`src/rtl/uart_pkg.sv`:
```
// Shared UART definitions: receiver state type, board defaults and the
// oversample divider calculation used by both RX and TX.
package uart_pkg;

    localparam int UART_CLK_HZ = 100000000;
    localparam int UART_BAUD   = 115200;

    typedef enum logic [2:0] {
        IDLE      = 3'd0,
        START     = 3'd1,
        DATA      = 3'd2,
        STOP      = 3'd3,
        WAIT_HIGH = 3'd4
    } rx_state_t;

    // Clocks per oversample tick, rounded to nearest.
    function automatic int calc_div(input int clk_hz, input int baud, input int ovs);
        return (clk_hz + (baud * ovs) / 2) / (baud * ovs);
    endfunction

endpackage

```
`src/rtl/uart_rx_if.sv`:
```
// Byte-side handshake of the UART receiver: valid/ready data plus
// status pulses. master = receiver, slave = consumer.
interface uart_rx_if;

    logic [7:0] rx_data;
    logic       rx_valid;
    logic       rx_ready;
    logic       frame_err;
    logic       overrun;
    logic       busy;

    modport master (
        output rx_data,
        output rx_valid,
        output frame_err,
        output overrun,
        output busy,
        input  rx_ready
    );

    modport slave (
        input  rx_data,
        input  rx_valid,
        input  frame_err,
        input  overrun,
        input  busy,
        output rx_ready
    );

endinterface

```
`src/rtl/uart_baud_tick.sv`:
```
// Free-running oversample tick: one-cycle pulse every DIV clocks, used as a
// clock enable by the UART datapaths.
module uart_baud_tick #(
    parameter int DIV = 54
) (
    input  logic clk,
    input  logic rst,
    output logic tick
);

    localparam int CNT_W = (DIV > 1) ? $clog2(DIV) : 1;
    localparam logic [CNT_W-1:0] CNT_LAST = CNT_W'(DIV - 1);

    logic [CNT_W-1:0] cnt_q;
    logic [CNT_W-1:0] cnt_d;

    always_comb begin
        cnt_d = cnt_q + 1'b1;
        if (cnt_q == CNT_LAST) begin
            cnt_d = '0;
        end
    end

    always_ff @(posedge clk or posedge rst) begin
        if (rst) begin
            cnt_q <= '0;
        end else begin
            cnt_q <= cnt_d;
        end
    end

    assign tick = (cnt_q == CNT_LAST);

endmodule

```
`src/rtl/uart_rx.sv`:
```
// 8N1 UART receiver with 16x (or 8x) oversampling, mid-bit sampling,
// start-glitch rejection, framing-error and overrun pulses.
module uart_rx
    import uart_pkg::*;
#(
    parameter int CLK_HZ = UART_CLK_HZ,
    parameter int BAUD   = UART_BAUD,
    parameter int OVS    = 16,
    parameter int DIV    = calc_div(CLK_HZ, BAUD, OVS)
) (
    input  logic      clk,
    input  logic      rst,
    input  logic      rxd_in,
    uart_rx_if.master rx_if
);

    localparam int SUB_W = $clog2(OVS);
    localparam logic [SUB_W-1:0] SUB_MID  = SUB_W'(OVS / 2 - 1);
    localparam logic [SUB_W-1:0] SUB_LAST = SUB_W'(OVS - 1);

    localparam logic [2:0] ST_IDLE      = IDLE;
    localparam logic [2:0] ST_START     = START;
    localparam logic [2:0] ST_DATA      = DATA;
    localparam logic [2:0] ST_STOP      = STOP;
    localparam logic [2:0] ST_WAIT_HIGH = WAIT_HIGH;

    logic             tick;
    logic             rxs;
    logic [1:0]       sync_q,  sync_d;
    logic [2:0]       state_q, state_d;
    logic [SUB_W-1:0] sub_q,   sub_d;
    logic [2:0]       idx_q,   idx_d;
    logic [7:0]       shift_q, shift_d;
    logic [7:0]       data_q,  data_d;
    logic             valid_q, valid_d;
    logic             ferr_q,  ferr_d;
    logic             ovr_q,   ovr_d;
    logic             deliver;

    uart_baud_tick #(
        .DIV (DIV)
    ) u_baud_tick (
        .clk  (clk),
        .rst  (rst),
        .tick (tick)
    );

    assign rxs    = sync_q[1];
    assign sync_d = {sync_q[0], rxd_in};

    always_comb begin
        state_d = state_q;
        sub_d   = sub_q;
        idx_d   = idx_q;
        shift_d = shift_q;
        data_d  = data_q;
        valid_d = valid_q;
        ferr_d  = 1'b0;
        ovr_d   = 1'b0;
        deliver = 1'b0;

        if (valid_q && rx_if.rx_ready) begin
            valid_d = 1'b0;
        end

        if (tick) begin
            case (state_q)
                ST_IDLE: begin
                    if (!rxs) begin
                        state_d = ST_START;
                        sub_d   = '0;
                    end
                end
                ST_START: begin
                    sub_d = sub_q + 1'b1;
                    if (sub_q == SUB_MID) begin
                        sub_d = '0;
                        idx_d = '0;
                        state_d = rxs ? ST_IDLE : ST_DATA;
                    end
                end
                ST_DATA: begin
                    // Sub-bit counter wraps naturally; each wrap lands mid-bit.
                    sub_d = sub_q + 1'b1;
                    if (sub_q == SUB_LAST) begin
                        shift_d[idx_q] = rxs;
                        idx_d = idx_q + 3'd1;
                        if (idx_q == 3'd7) begin
                            state_d = ST_STOP;
                        end
                    end
                end
                ST_STOP: begin
                    sub_d = sub_q + 1'b1;
                    if (sub_q == SUB_LAST) begin
                        if (rxs) begin
                            deliver = 1'b1;
                            state_d = ST_IDLE;
                        end else begin
                            ferr_d  = 1'b1;
                            state_d = ST_WAIT_HIGH;
                        end
                    end
                end
                ST_WAIT_HIGH: begin
                    if (rxs) begin
                        state_d = ST_IDLE;
                    end
                end
                default: begin
                    state_d = ST_IDLE;
                end
            endcase
        end

        // A byte consumed in this same cycle frees the slot for the new one.
        if (deliver) begin
            if (!valid_q || rx_if.rx_ready) begin
                data_d  = shift_q;
                valid_d = 1'b1;
            end else begin
                ovr_d = 1'b1;
            end
        end
    end

    always_ff @(posedge clk or posedge rst) begin
        if (rst) begin
            sync_q  <= 2'b11;
            state_q <= ST_IDLE;
            sub_q   <= '0;
            idx_q   <= '0;
            shift_q <= '0;
            data_q  <= '0;
            valid_q <= 1'b0;
            ferr_q  <= 1'b0;
            ovr_q   <= 1'b0;
        end else begin
            sync_q  <= sync_d;
            state_q <= state_d;
            sub_q   <= sub_d;
            idx_q   <= idx_d;
            shift_q <= shift_d;
            data_q  <= data_d;
            valid_q <= valid_d;
            ferr_q  <= ferr_d;
            ovr_q   <= ovr_d;
        end
    end

    assign rx_if.rx_data   = data_q;
    assign rx_if.rx_valid  = valid_q;
    assign rx_if.frame_err = ferr_q;
    assign rx_if.overrun   = ovr_q;
    assign rx_if.busy      = (state_q != ST_IDLE);

endmodule

```
`src/flat_wrapper.sv`:
```
// flat-port wrapper written by rule: the top's interface ports become plain ports
module uart_rx_flat import uart_pkg::*;
#(
    parameter int CLK_HZ = UART_CLK_HZ,
    parameter int BAUD   = UART_BAUD,
    parameter int OVS    = 16,
    parameter int DIV    = calc_div(CLK_HZ, BAUD, OVS)
)
  (clk, rst, rxd_in, rx_if_rx_data, rx_if_rx_valid, rx_if_frame_err, rx_if_overrun, rx_if_busy, rx_if_rx_ready);
  uart_rx_if rx_if_i ();
  input  logic clk;
  input  logic rst;
  input  logic rxd_in;
  output wire logic [$bits(rx_if_i.rx_data)-1:0] rx_if_rx_data;
  output wire logic [$bits(rx_if_i.rx_valid)-1:0] rx_if_rx_valid;
  output wire logic [$bits(rx_if_i.frame_err)-1:0] rx_if_frame_err;
  output wire logic [$bits(rx_if_i.overrun)-1:0] rx_if_overrun;
  output wire logic [$bits(rx_if_i.busy)-1:0] rx_if_busy;
  input wire logic [$bits(rx_if_i.rx_ready)-1:0] rx_if_rx_ready;
  assign rx_if_rx_data = rx_if_i.rx_data;
  assign rx_if_rx_valid = rx_if_i.rx_valid;
  assign rx_if_frame_err = rx_if_i.frame_err;
  assign rx_if_overrun = rx_if_i.overrun;
  assign rx_if_busy = rx_if_i.busy;
  assign rx_if_i.rx_ready = rx_if_rx_ready;
  uart_rx #(.CLK_HZ(CLK_HZ), .BAUD(BAUD), .OVS(OVS), .DIV(DIV)) u_core (.clk(clk), .rst(rst), .rxd_in(rxd_in), .rx_if(rx_if_i));
endmodule
```
`config.mk`:
```
export PLATFORM = sky130hd
export DESIGN_NAME = uart_rx_flat
export DESIGN_NICKNAME = d
export VERILOG_FILES = /design/src/rtl/uart_pkg.sv /design/src/rtl/uart_rx_if.sv /design/src/rtl/uart_baud_tick.sv /design/src/rtl/uart_rx.sv /design/src/flat_wrapper.sv
export SDC_FILE = /design/constraint.sdc
export NUM_CORES = 1
export LEC_CHECK = 0
export BUFFER_PORTS_ARGS = -buffer_cell sky130_fd_sc_hd__buf_2
export CORE_MARGIN = 3
export CORE_UTILIZATION = 52
export DETAILED_ROUTE_END_ITERATION = 16
export MAX_ROUTING_LAYER = met4
export PLACE_DENSITY = 0.74
export RECOVER_POWER = 100
export SLEW_MARGIN = 20
export SYNTH_ARGS = -nofsm -noshare
export SYNTH_HDL_FRONTEND = slang
export SYNTH_HIERARCHICAL = 1
export SYNTH_SLANG_ARGS = --single-unit
```
`constraint.sdc`:
```
create_clock -name clk -period 2.07 [get_ports clk]
set_clock_uncertainty 0.15 [all_clocks]
set_input_delay 0.207 -clock clk [delete_from_list [all_inputs] [get_ports clk]]
set_output_delay 0.207 -clock clk [all_outputs]
set_load 0.005 [all_outputs]
```
==> impl_metrics.json, run 1 <==
{
  "max_freq_mhz": 461.5,
  "grt-ovfl-total": 0,
  "r2r-end": "u_core/rx_if.rx_data[2]$_DFFE_PP0P_",
  "insertion_delay_ns": 0.35,
  "worst-path-max-fanout": 8,
  "drive_above_1_share": 0.3655,
  "viasPerCell": 5.199,
  "finalCritPeriodShare": 1.047,
  "die_x_um": 64.93,
  "drc": 0,
  "cts.sinks": 37,
  "end_kind": "flop",
  "cts-root-buf": "clkbuf_4",
  "clk_pin_slew_worst_paths_ns": 0.11,
  "layout_common_cells": "dfrtp_1, buf_4, mux2_4, nor2_1, mux2_2",
  "antenna_found_initial": 0,
  "cap_viol_max_count": 0,
  "routabilityCongestion": 0.8085,
  "dr.pass1.iters": 4,
  "synth_edf_count": 0,
  "cts_max_level": 2,
  "setup_slack_ns": -0.09690,
  "synth_warnings": 6,
  "synth-seq-cells": 37,
  "total_power_mw": 1.383,
  "reg2reg_depth": 9,
  "cp.required_ns": 2.17,
  "core-area_um2": 3178,
  "tns_ns": -0.7289,
  "cts_made_buffers": 5,
  "vias": 1253,
  "syn-num-nets": 163,
  "min_path_type": "in2async",
  "wire_per_inst_um": 13.40,
  "nets": 205,
  "syn_inst": 154,
  "antenna_left": 0,
  "synth_top_area_cell": "dfrtp_1",
  "seq_area_frac_synth": 0.5142,
  "ios": 16,
  "grt_pass1_wl_um": 5457,
  "place_ws_ns": -0.02731,
  "hold_violations": 0,
  "area_delta_synth_final_pct": 25.50,
  "rsz0062_at_grt": "yes",
  "setup_viol": 9,
  "yosysTopAreaCellShare": 0.4851,
  "final_area_um2": 2266,
  "syn_avg_cell_area_um2": 11.72,
  "synth_area_leaders": "dfrtp_1, mux2_2, ha_1, dfstp_2, nor2_1",
  "die_area_um2": 4215,
  "clockBufferDepth": 2,
  "vdd_drop_max_uv": 499.5,
  "place_area_um2": 2023,
  "async_flop_share": 1.000,
  "slew_viol_final": 0,
  "port_buffers": 15,
  "netlist_area_um2": 1805,
  "ys.flop_type": "dfrtp_1",
  "cts_tree": "built",
  "grt_start_max_net_pins": 32,
  "yosysUniqueCellTypes": 41,
  "worst_slew_pin_slew_ns": 0.7325,
  "grt_pass1_vias": 1224,
  "die_h_um": 64.93,
  "arrival_ns": 2.26,
  "row_count": 20,
  "grt_usage": 0.1743,
  "layout.cells.most_common": "dfrtp_1",
  "drt_wl_total_um": 3230,
  "violations": "negative setup slack",
  "crit_start": "u_core/u_baud_tick/cnt_q[1]$_DFF_PP0_",
  "first_iter_violations": 26,
  "hpwl_um": 2303,
  "min_period_ns": 2.167,
  "worstSetupPathType": "reg2reg",
  "endpoint": "u_core/rx_if.rx_data[2]$_DFFE_PP0P_",
  "r2r-start": "u_core/u_baud_tick/cnt_q[1]$_DFF_PP0_",
  "diodes": 0,
  "p_leak_nw": 1.097,
  "status": "complete, but fails checks",
  "power_per_cell_area_nw_per_um2": 610.4,
  "start_kind": "flop",
  "initial_core_util": 0.5681,
  "relSlewSlack": 0.5117,
  "r2r_setup_slack_ns": -0.1
}
-- cell type report --
class | instances | area (um2)
clock inverters | 3 | 68.82
repair buffers | 39 | 254.0
multi-input cells | 105 | 892.1
clock buffers | 5 | 37.54
fillers | 226 | 912.1
flip-flops and latches | 37 | 928.4
well taps | 44 | 55.05
inverters | 8 | 30.03
-- synth_stat cells, types with 3 or more instances --
master     n
dfrtp_1   35
mux2_2    18
nor2_1    12
inv_1      8
nand3_1    8
nand2_1    6
ha_1       5
nand4_1    5
nor2b_1    5
o21ai_0    5
and3_1     4
nand2b_1   3
-- flip-flops by register name, summed over array words and instances, names as in the netlist, 2 cells and up --
| name | flops |
|---|---|
| u_core/idx_q | 3 |
| u_core/rx_if.rx_data | 8 |
| u_core/shift_q | 8 |
| u_core/state_q | 3 |
| u_core/sub_q | 4 |
| u_core/sync_q | 2 |
| u_core/u_baud_tick/cnt_q | 6 |
-- worst min-delay path by stage --
stage	end	cells after the start
floorplan	u_core/u_baud_tick/cnt_q[0]$_DFF_PP0_	1
global placement	u_core/u_baud_tick/cnt_q[0]$_DFF_PP0_	2
detailed placement	u_core/u_baud_tick/cnt_q[3]$_DFF_PP0_	2
CTS	u_core/u_baud_tick/cnt_q[3]$_DFF_PP0_	3
global route	u_core/u_baud_tick/cnt_q[3]$_DFF_PP0_	3
finish	u_core/u_baud_tick/cnt_q[1]$_DFF_PP0_	3
-- layer usage --
| layer | track usage | wire [um] |
|---|---|---|
| met2 | 0.2886 | 1577 |
| met5 | - | 0 |
| met3 | 0.05719 | 106 |
| met4 | 0.04749 | 34 |
| met1 | 0.2036 | 1513 |
-- worst max-delay path, cell delays in order, from the launching register on --
cell	delay, ns
dfrtp_1	0.40
inv_1	0.06
ha_1	0.13
nand4b_1	0.14
nor2_4	0.16
and4_1	0.21
nand4_1	0.12
nor2b_1	0.19
buf_6	0.19
mux2_4	0.31
-- cell families after synthesis --
family,Yosys count,synth area share
compound gates,13,0.05544
xor+xnor,3,0.01456
fa+ha+maj,5,0.03465
buf+inv,12,0.03049
flops,37,0.5142
mux,24,0.1525
simple gates,60,0.1982
-- per-stage QoR --
stage                 util  cells  hold slack [ns]
global route        0.7130    241           0.1495
finish              0.7130    241           0.1365
floorplan                -    154          -0.1520
global placement    0.6366    224         -0.02106
CTS                 0.6878    238           0.1345
detailed placement  0.6366    224        -0.007676
-- report_power, final --
group	switching (mW)	leakage (nW)	total [mW]	internal [mW]
Combinational	0.0182	0.545	0.0267	0.00844
Clock	0.248	0.0558	0.628	0.380
Sequential	0.00255	0.496	0.729	0.726
-- what timing repair did --
item / in CTS / in global routing
buffers inserted: 3 / 3
hold endpoints to repair: 37 / 0
gates resized for setup: 1 / 18
hold buffers: 3 / 0
pin swaps: 1 / 3
endpoints found under the setup margin: 11 / 25
Note: power is estimated with default switching activity, not from simulation.
==> run 2, diff against run 1 <==
--- a/config.mk
+++ b/config.mk
@@ -7,10 +7,10 @@
 export LEC_CHECK = 0
 export BUFFER_PORTS_ARGS = -buffer_cell sky130_fd_sc_hd__buf_2
 export CORE_MARGIN = 3
-export CORE_UTILIZATION = 52
+export CORE_UTILIZATION = 58
 export DETAILED_ROUTE_END_ITERATION = 16
 export MAX_ROUTING_LAYER = met4
-export PLACE_DENSITY = 0.74
+export PLACE_DENSITY = 0.78
 export RECOVER_POWER = 100
 export SLEW_MARGIN = 20
 export SYNTH_ARGS = -nofsm -noshare
==> constraint.sdc (replaced) <==
create_clock -name clk -period 2.3 [get_ports clk]
set_clock_uncertainty 0.15 [all_clocks]
set_input_delay 0.23 -clock clk [delete_from_list [all_inputs] [get_ports clk]]
set_output_delay 0.23 -clock clk [all_outputs]
set_load 0.005 [all_outputs]
==> impl_metrics.json, run 2 (synthesis gave the netlist of run 1 again) <==
{
  "insertion_delay_ns": 0.34,
  "nets": 189,
  "multi_input_area_um2": 824.5,
  "hold_violations": 0,
  "min_period_ns": 2.124,
  "row_count": 19,
  "grt_usage": 0.1974,
  "max_freq_mhz": 470.8,
  "antenna_left": 0,
  "worst_slew_pin_slew_ns": 0.7474,
  "grt_start_max_net_pins": 32,
  "arrival_ns": 2.20,
  "cts_max_level": 2,
  "cts-root-buf": "clkbuf_4",
  "p_switching_mw": 0.2202,
  "layout_common_cells": "dfrtp_1, mux2_2, nor2_1, clkbuf_1",
  "power.share.sequential": 0.660,
  "rsz0062_at_grt": "yes",
  "min_path_type": "in2reg",
  "drt_wl_total_um": 3028,
  "die_area_um2": 3819,
  "r2r_setup_slack_ns": 0.18,
  "start_kind": "flop",
  "grt-ovfl-total": 0,
  "swShare": 0.2212,
  "vias": 1210,
  "p_clk_frac": 0.320,
  "final_area_um2": 1998,
  "r2r-start": "u_core/u_baud_tick/cnt_q[0]$_DFF_PP0_",
  "vdd_drop_max_uv": 428.9,
  "place_ws_ns": 0.1612,
  "initial_core_util": 0.6329,
  "worstSetupPathType": "reg2reg",
  "first_iter_violations": 55,
  "die_h_um": 61.80,
  "p_int_mw": 0.7752,
  "finalCritPeriodShare": 0.9234,
  "crit_start": "u_core/u_baud_tick/cnt_q[0]$_DFF_PP0_",
  "min_to": "u_core/rx_if.overrun$_DFF_PP0_",
  "cts_tree": "built",
  "area_delta_synth_final_pct": 10.67,
  "r2r-end": "u_core/rx_if.rx_data[5]$_DFFE_PP0P_",
  "fill_cells": 232,
  "grt_pass1_wl_um": 5175,
  "drive_above_1_share": 0.2652,
  "comb_power_share": 0.019,
  "holdCritStartpoint": "rx_if_rx_ready",
  "cts_made_buffers": 5,
  "place_area_um2": 1924,
  "status": "complete, no violations",
  "ios": 16,
  "setup_viol": 0,
  "end_kind": "flop",
  "p_leak_nw": 0.9771,
  "hold_depth": 3,
  "antenna_found_initial": 0,
  "port_buffers": 15,
  "slew_viol_final": 0,
  "layout.cells.most_common": "dfrtp_1",
  "routabilityCongestion": 0.7298,
  "hpwl_um": 2158,
  "core-area_um2": 2853,
  "cp.required_ns": 2.38,
  "viasPerCell": 5.708,
  "dr.pass1.iters": 4,
  "drc": 0,
  "setup_slack_ns": 0.1761,
  "power_per_cell_area_nw_per_um2": 498.1,
  "regArea_um2": 928.4,
  "grt_pass1_vias": 1180,
  "clockBufferDepth": 2,
  "wire_per_inst_um": 14.28,
  "worst-path-max-fanout": 8,
  "cts.sinks": 37,
  "cap_viol_max_count": 0,
  "relSlewSlack": 0.5017,
  "reg2reg_depth": 8,
  "diodes": 0,
  "total_power_mw": 0.9954,
  "clk_pin_slew_worst_paths_ns": 0.10,
  "die_x_um": 61.80
}
-- run 2: cell count changes in the layout (fill, tap and decap cells not counted), moves of 2 or more --
cell and change:
buf_2 -2, clkinv_2 +2, clkbuf_1 +4, bufinv_16 -2, mux2_4 -11, mux2_1 +2
mux2_2 +9, buf_4 -14
-- run 2: per-stage QoR --
stage          utilization  setup TNS, ns  std cells  hold WS (ns)
6_report            0.7004              0        212       0.04963
3_5_place_dp        0.6746              0        200      0.009158
5_1_grt             0.7004       -0.04794        212       0.06595
2_1_floorplan            -              0        154       -0.1290
3_3_place_gp        0.6746              0        200     0.0006133
4_1_cts             0.6996              0        210       0.04314
-- run 2: worst max-delay path by stage --
stage	to
2_1_floorplan	u_core/rx_if.rx_data[0]$_DFFE_PP0P_
3_3_place_gp	u_core/rx_if.rx_data[0]$_DFFE_PP0P_
3_5_place_dp	u_core/rx_if.rx_data[4]$_DFFE_PP0P_
4_1_cts	u_core/rx_if.rx_data[5]$_DFFE_PP0P_
5_1_grt	u_core/rx_if.rx_data[5]$_DFFE_PP0P_
6_report	u_core/rx_if.rx_data[5]$_DFFE_PP0P_
-- run 2: critical path, cell delays in order, from the launching register on --
cell and delay (ns):
dfrtp_1 0.43, ha_1 0.16, nand4b_1 0.14, nor2_4 0.11, and4_1 0.21, nand4_1 0.15
nor2b_1 0.14, buf_4 0.18, mux2_2 0.34
-- run 2: routing by layer --
layer / share of wire / global-route usage / wire, um / vias to the layer above
met2: 0.48 / 0.3169 / 1464 / 21
met4: 0.016 / 0.1091 / 49 / 0
li1: - / - / - / 598
met1: 0.46 / 0.2247 / 1386 / 585
met5: 0 / - / 0 / -
met3: 0.042 / 0.04959 / 127 / 6
-- run 2: cell type report --
type / instances / area share
clock buffers: 6 / 0.02066
clock inverters: 2 / 0.005009
inverters: 8 / 0.01503
multi-input cells: 105 / 0.4126
flip-flops and latches: 37 / 0.4646
well taps: 31 / 0.01941
repair buffers: 23 / 0.06262
-- run 2: timing repair --
action / CTS / global route
gates resized for setup: 0 / 1
endpoints found under the setup margin: 0 / 11
buffers inserted: 0 / 2
hold endpoints to repair: 36 / 0
hold buffers: 2 / 0
-- run 2: power groups by stage --
stage	Clock, mW	Sequential, mW	Combinational (mW)
after global routing	0.366	0.658	0.0231
after floorplan	0	0.667	0.0131
after global placement	0	0.670	0.0180
final	0.319	0.657	0.0194
after detailed placement	0	0.670	0.0189
after CTS	0.334	0.657	0.0214
==> run 3, diff against run 2 <==
==> constraint.sdc (replaced) <==
create_clock -name clk -period 2.25 [get_ports clk]
set_clock_uncertainty 0.15 [all_clocks]
set_input_delay 0.225 -clock clk [delete_from_list [all_inputs] [get_ports clk]]
set_output_delay 0.225 -clock clk [all_outputs]
set_load 0.005 [all_outputs]
==> impl_metrics.json, run 3 (synthesis gave the netlist of run 1 again) <==
{
  "final_area_um2": 2086,
  "cap_viol_max_count": 0,
  "drt_wl_total_um": 3411,
  "hold_violations": 0,
  "regArea_um2": 928.4,
  "setup_slack_ns": 0.01967,
  "min_path_type": "in2reg",
  "first_iter_violations": 70,
  "cp.required_ns": 2.33,
  "end_kind": "flop",
  "die_area_um2": 3819,
  "grt_usage": 0.1930,
  "status": "complete, no violations",
  "relSlewSlack": 0.4886,
  "core-area_um2": 2853,
  "slew_viol_final": 0,
  "antenna_found_initial": 0,
  "clk_pin_slew_worst_paths_ns": 0.11,
  "dr.pass1.iters": 4,
  "fill_cells": 213,
  "nets": 191,
  "viasPerCell": 5.869,
  "rsz0062_at_grt": "yes",
  "insertion_delay_ns": 0.33,
  "place_area_um2": 1939,
  "drive_above_1_share": 0.2842,
  "vdd_drop_max_uv": 331.1,
  "layout_common_cells": "dfrtp_1, nor2_1, clkbuf_1, mux2_4, mux2_2",
  "worstSetupPathType": "reg2reg",
  "grt_start_max_net_pins": 32,
  "port_buffers": 15,
  "cts_max_level": 2,
  "cts.sinks": 37,
  "row_count": 19,
  "diodes": 0,
  "cts_tree": "built",
  "die_x_um": 61.80,
  "p_leak_nw": 1.012,
  "initial_core_util": 0.6329,
  "grt_pass1_vias": 1136,
  "worst-path-max-fanout": 8,
  "arrival_ns": 2.31,
  "hpwl_um": 2341,
  "die_h_um": 61.80,
  "min_period_ns": 2.230,
  "routabilityCongestion": 0.8716,
  "cts-root-buf": "clkbuf_4",
  "layout.cells.most_common": "dfrtp_1",
  "vias": 1256,
  "antenna_left": 0,
  "drc": 0,
  "tns_ns": 0,
  "wire_per_inst_um": 15.94,
  "place_ws_ns": 0.04414,
  "grt_pass1_wl_um": 5209,
  "setup_viol": 0,
  "area_delta_synth_final_pct": 15.52,
  "ios": 16,
  "worst_slew_pin_slew_ns": 0.7671,
  "multi_input_area_um2": 858.3,
  "power_per_cell_area_nw_per_um2": 558.7,
  "grt-ovfl-total": 0,
  "cts_made_buffers": 5,
  "clockBufferDepth": 2,
  "max_freq_mhz": 448.4,
  "start_kind": "flop",
  "finalCritPeriodShare": 0.9913
}
## run 3: cell types whose count changed in the layout (fill, tap and decap cells not counted), sizes merged
cell and delta:
bufinv +1, buf +3, clkinv -2
## run 3: path summary, 6_finish.rpt
| kind | from | end | slack [ns] | cells past startpoint |
|---|---|---|---|---|
| worst max-delay path | u_core/u_baud_tick/cnt_q[1]$_DFF_PP0_ | u_core/rx_if.rx_data[7]$_DFFE_PP0P_ | 0.02 | 9 |
| worst min-delay path | rx_if_rx_ready | u_core/rx_if.rx_valid$_DFF_PP0_ | 0.03 | 3 |
| worst max register to register | u_core/u_baud_tick/cnt_q[1]$_DFF_PP0_ | u_core/rx_if.rx_data[7]$_DFFE_PP0P_ | 0.02 | 9 |
| worst min register to register | u_core/sync_q[0]$_DFF_PP1_ | u_core/sync_q[1]$_DFF_PP1_ | 0.21 | 0 |
| max in group asynchronous | rst | u_core/idx_q[0]$_DFFE_PP0P_ | 0.98 | 4 |
| min in group asynchronous | rst | u_core/u_baud_tick/cnt_q[2]$_DFF_PP0_ | 0.18 | 3 |
## run 3: timing repair
action | CTS | global route
setup buffers | 0 | 2
setup endpoints to repair | 0 | 8
hold buffers | 2 | 0
endpoints found under the hold margin | 36 | 0
gates resized for setup | 0 | 11
## run 3: power breakdown
| part | switching, mW | internal (mW) |
|---|---|---|
| registers | 0.00244 | 0.668 |
| logic | 0.0170 | 0.00663 |
| clock network | 0.206 | 0.265 |
## run 3: layout make-up
cell class	instances	share of cell area
inverters	8	0.01440
clock inverters	1	0.01440
flip-flops and latches	37	0.4451
well taps	31	0.01860
clock buffers	7	0.02639
repair buffers	25	0.06959
multi-input cells	105	0.4115
## run 3: metal layers
metal	up-vias	global-route usage	routed length [um]
li1	603	-	-
met1	618	0.2589	1609
met2	33	0.2900	1655
met3	2	0.04339	131
met4	0	0.06364	14
met5	-	-	0
## run 3: worst max-delay path, cell delays in order (launching register included)
cell	delay, ns
dfrtp_1	0.42
inv_1	0.07
ha_2	0.15
nand4b_1	0.14
nor2_4	0.16
and4_1	0.22
nand4_1	0.12
nor2b_1	0.20
buf_6	0.18
mux2_4	0.31
## run 3: stage by stage
stage | instances | hold WS, ns | power (mW) | utilization
floorplan | 154 | -0.1340 | 0.6951 | -
global placement | 202 | -0.002669 | 0.7040 | 0.6798
detailed placement | 202 | 0.006701 | 0.7055 | 0.6798
CTS | 212 | 0.02242 | 1.180 | 0.7167
global route | 214 | 0.04224 | 1.209 | 0.7311
finish | 214 | 0.03439 | 1.165 | 0.7311
